--- src/rtl/sync_fifo_ram.sv ---
// Single-clock FIFO on an internal register-file memory with occupancy and almost-full/almost-empty flags.
// Optional sticky overflow/underflow flags are compiled in when FIFO_ERR_FLAGS_EN is defined.
module sync_fifo_ram #(
  parameter int DATA_W   = 16,
  parameter int ADDR_W   = 3,
  parameter int AF_LEVEL = 6,
  parameter int AE_LEVEL = 2
) (
  input  logic              clk,
  input  logic              clr_n,
  input  logic              wr_en,
  input  logic [DATA_W-1:0] din,
  input  logic              rd_en,
`ifdef FIFO_ERR_FLAGS_EN
  input  logic              err_clr,
  output logic              overflow,
  output logic              underflow,
`endif
  output logic [DATA_W-1:0] dout,
  output logic              dout_valid,
  output logic              full,
  output logic              empty,
  output logic              almost_full,
  output logic              almost_empty,
  output logic [ADDR_W:0]   count
);

  localparam int            DEPTH   = 2 ** ADDR_W;
  localparam logic [ADDR_W:0] DEPTH_C = (ADDR_W + 1)'(DEPTH);
  localparam logic [ADDR_W:0] AF_C    = (ADDR_W + 1)'(AF_LEVEL);
  localparam logic [ADDR_W:0] AE_C    = (ADDR_W + 1)'(AE_LEVEL);
  localparam logic [ADDR_W:0] ONE_C   = (ADDR_W + 1)'(1);

  logic [DATA_W-1:0] r_mem [DEPTH];
  logic [ADDR_W:0]   r_wr_ptr;
  logic [ADDR_W:0]   r_rd_ptr;
  logic [ADDR_W:0]   r_count;
  logic [DATA_W-1:0] r_dout_p1;
  logic              r_vld_p1;
  logic              w_full;
  logic              w_empty;
  logic              w_wr_acc;
  logic              w_rd_acc;

  // Flags come straight from the registered count, so input activity cannot glitch them.
  assign w_full   = (r_count == DEPTH_C);
  assign w_empty  = (r_count == '0);
  assign w_wr_acc = wr_en && !w_full;
  assign w_rd_acc = rd_en && !w_empty;

  assign full         = w_full;
  assign empty        = w_empty;
  assign almost_full  = (r_count >= AF_C);
  assign almost_empty = (r_count <= AE_C);
  assign count        = r_count;
  assign dout         = r_dout_p1;
  assign dout_valid   = r_vld_p1;

  // Storage carries no reset; stale entries are unreachable while empty.
  always_ff @(posedge clk) begin
    if (w_wr_acc) begin
      r_mem[r_wr_ptr[ADDR_W-1:0]] <= din;
    end
  end

  always_ff @(posedge clk or negedge clr_n) begin
    if (!clr_n) begin
      r_wr_ptr <= '0;
      r_rd_ptr <= '0;
      r_count  <= '0;
    end else begin
      if (w_wr_acc) begin
        r_wr_ptr <= r_wr_ptr + ONE_C;
      end
      if (w_rd_acc) begin
        r_rd_ptr <= r_rd_ptr + ONE_C;
      end
      case ({w_wr_acc, w_rd_acc})
        2'b10:   r_count <= r_count + ONE_C;
        2'b01:   r_count <= r_count - ONE_C;
        default: r_count <= r_count;
      endcase
    end
  end

  // Read stage: one-cycle registered output.
  always_ff @(posedge clk or negedge clr_n) begin
    if (!clr_n) begin
      r_dout_p1 <= '0;
      r_vld_p1  <= 1'b0;
    end else begin
      r_vld_p1 <= w_rd_acc;
      if (w_rd_acc) begin
        r_dout_p1 <= r_mem[r_rd_ptr[ADDR_W-1:0]];
      end
    end
  end

`ifdef FIFO_ERR_FLAGS_EN
  logic r_overflow;
  logic r_underflow;

  // A new error event wins over a same-cycle clear.
  always_ff @(posedge clk or negedge clr_n) begin
    if (!clr_n) begin
      r_overflow  <= 1'b0;
      r_underflow <= 1'b0;
    end else begin
      if (wr_en && w_full) begin
        r_overflow <= 1'b1;
      end else if (err_clr) begin
        r_overflow <= 1'b0;
      end
      if (rd_en && w_empty) begin
        r_underflow <= 1'b1;
      end else if (err_clr) begin
        r_underflow <= 1'b0;
      end
    end
  end

  assign overflow  = r_overflow;
  assign underflow = r_underflow;
`endif

endmodule

--- config.mk ---
export PLATFORM = sky130hd
export DESIGN_NAME = sync_fifo_ram
export DESIGN_NICKNAME = d
export VERILOG_FILES = /design/src/rtl/sync_fifo_ram.sv
export SDC_FILE = /design/constraint.sdc
export NUM_CORES = 1
export LEC_CHECK = 0
export BUFFER_PORTS_ARGS = -buffer_cell sky130_fd_sc_hd__buf_2
export CORE_ASPECT_RATIO = 0.9
export CORE_MARGIN = 2
export CORE_UTILIZATION = 35
export DETAILED_ROUTE_END_ITERATION = 7
export PLACE_DENSITY = 0.59
export SLEW_MARGIN = 0
export SYNTH_ARGS = -nofsm -noshare
export SYNTH_HDL_FRONTEND = slang
export SYNTH_SLANG_ARGS = --single-unit
--- constraint.sdc ---
create_clock -name clk -period 5.4 [get_ports clk]
set_clock_uncertainty 0.05 [all_clocks]
set_input_delay 0.54 -clock clk [delete_from_list [all_inputs] [get_ports clk]]
set_output_delay 0.54 -clock clk [all_outputs]
set_load 0.01 [all_outputs]
==> results.ini <==
[finish]
drive_gt1_frac=0.260
nets=447
diodes=0
fillCellCount=1556
area_delta_synth_final_pct=17.9

[placed_design]
hpwl_um=7010
pre_cts_slack_ns=2.65
port_buffers=44
gp_congestion=0.730

[route]
drc=0
viasPerCell=4.81
vias=3244
wirelength_um=12100
wire_per_inst_um=18.0
firstDrtPassIters=5
drt_iter0_markers=134
drtAntennaViolNets=0

[clock_tree]
cts_buffer_depth=2
cts_sinks=155
clock_latency_ns=0.42
cts_setup_buffers=0
ctsRootBufferMaster=clkbuf_16
cts_buffers=17
cts_tree=done
postCtsResizedCells=0
htree_levels=4
hold_buffers=0
clk_pin_slew_worst_paths_ns=0.06

[synth]
yosys-top-cells-area=edfxtp_1, dfrtp_1, mux2i_1
synthesis.nets=392
netlist_area_sq_um=6180
synth_cell_types=36
synth-edff-count=128
synth_top_family_by_area=multiplexers
ys_warn_count=0
netlist_top_cells_count=edfxtp_1, mux2i_1, nand2_1, dfrtp_1, mux2_2
synth-main-ff-cell=edfxtp_1
synth_adder_area_share=0.0134
yosysSeqAreaShare=0.731
synthArstFlopShare=0.174
yosysTopAreaCellShare=0.622
syn_area_per_cell_sq_um=16.9
synth_compound_gate_area_share=0.0666
synth-simple-area-share=0.0407
yosys.area_share.xor_xnor=0.00709
synthMuxAreaShare=0.112
synth.most_common_cell=edfxtp_1
yosysTopAreaCell=edfxtp_1
syn_inst=366
ys_ff_latch=155

[floorplan]
die_area_sq_um=18700
core-area_sq_um=17400
fp.dieH_um=130
pin_count=45
die_w_um=144
initial_utilization=0.354
rows=46

[power]
p_sw_w=0.00125
power.total_w=0.00410
vdd.ir_drop.worst_uv=224
pwr-share-seq=0.426
leakage_nw=2.66
internal_power_w=0.00285
p_sw_frac=0.306
combPwrFrac=0.263
cellPowerDensity_nw_per_um2=563
clock_power_share=0.312

[global_route]
gr-usage-all-layers=0.138
antenna_found_initial=0
grt_pass1_wl_um=18500
grt_pass1_vias=3348
grt_overflow=0
grt_max_degree=36

[setup_path]
worstPathMaxFanout=35
crit_arrival_ns=2.98
ff2ff_setup_slack_ns=2.69
critPathCaptureType=register
regToRegStartpoint=count[1]$_DFFE_PN0P_
path_class=reg2reg
r2r-end=count[3]$_DFFE_PN0P_
rr_worst_depth=8
crit_required_ns=5.67
worstSetupStartpointType=register

[timing]
grt_setup_unrepaired=false
setup_ws_ns=2.69
setup_tns_ns=0
post-route-period-util=0.502
maxSlewHeadroom=0.384
worst_slew_pin_slew_ns=0.924
min_period_ns=2.71
max_freq_mhz=369
setup_violations=0
hold_viol_final=0
drv_slew=0

[worst_hold_path]
hp-class=in2async

[outcome]
status=finished clean

[run]
cap_violations=0

[area by class of cell]
class	count	area, sq um	share of cell area
flip-flops and latches	155	4520	0.621
multi-input cells	186	1500	0.205
clock buffers	17	425	0.0584
well taps	240	300	0.0412
repair buffers	54	295	0.0405
clock inverters	15	221	0.0304
inverters	7	26.3	0.00361
[stage by stage]
stage,std cells,cell area [sq um],utilization,hold slack (ns)
after global routing,674,7280,0.418,0.161
after detailed placement,642,6640,0.381,0.421
after CTS,674,7280,0.418,0.127
after floorplan,366,6180,-,0.194
after global placement,642,6640,0.381,0.419
final,674,7280,0.418,0.0995
[worst max-delay path, cell delays in order, from the launching register on]
cell and delay (ns):
dfrtp_1 0.48, o41ai_4 0.36, buf_4 0.39, inv_2 0.11
ha_1 0.29, ha_1 0.29, a21oi_1 0.21, o21ai_0 0.14
o311ai_1 0.27
[state kept, by name, summed over array words and instances, names as in the netlist]
| name | count |
|---|---|
| r_wr_ptr | 3 |
| dout_valid | 1 |
| count | 4 |
| r_rd_ptr | 3 |
| r_mem | 128 |
| dout | 16 |
[logic make-up (layout without fill, tap and decap cells)]
logic type / count (synthesis) / in the layout
DFF: 155 / 155
muxes: 65 / 65
and+or+nand+nor: 54 / 54
xor gates and xnor gates: 5 / 5
buffers and inverters: 25 / 93
adders and majority gates: 6 / 6
AOI/OAI and AO/OA: 56 / 56
[placed cells by master (no fill, tap or decap), types with 6 or more instances in the layout]
master / synthesis / routed
a221o_1: 16 / 16
buf_2: 5 / 44
buf_4: 2 / 10
clkbuf_16: 0 / 17
dfrtp_1: 27 / 26
edfxtp_1: 128 / 128
mux2_1: 13 / 13
mux2_2: 19 / 19
mux2i_1: 33 / 33
nand2_1: 31 / 31
nor2_1: 7 / 6
o21ai_1: 16 / 16
o22ai_1: 16 / 16
[power groups by stage]
stage	sequential, W	clock (W)	combinational, W
after floorplan	0.00171	0	0.000847
after global placement	0.00176	0	0.00107
after detailed placement	0.00178	0	0.00110
after global routing	0.00178	0.00135	0.00120
final	0.00175	0.00128	0.00108
after CTS	0.00175	0.00130	0.00110
[layer usage]
layer	vias up	wire length (um)	share of wire	GRT usage
li1	1532	-	-	-
met1	1630	5190	0.43	0.159
met2	62	6130	0.51	0.244
met3	20	544	0.045	0.0367
met4	0	242	0.020	0.0600
met5	-	0	0	0
[worst max-delay path by stage]
stage	startpoint	end	slack [ns]	depth (start not counted)
2_1_floorplan	count[3]$_DFFE_PN0P_	r_mem[0][0]$_DFFE_PP_	2.65	4
3_3_place_gp	count[1]$_DFFE_PN0P_	count[3]$_DFFE_PN0P_	2.76	8
3_5_place_dp	count[1]$_DFFE_PN0P_	count[3]$_DFFE_PN0P_	2.65	8
4_1_cts	count[1]$_DFFE_PN0P_	count[3]$_DFFE_PN0P_	2.64	8
5_1_grt	count[0]$_DFFE_PN0P_	count[3]$_DFFE_PN0P_	2.42	8
6_report	count[1]$_DFFE_PN0P_	count[3]$_DFFE_PN0P_	2.69	8
Power figures use the tool's default switching activity.
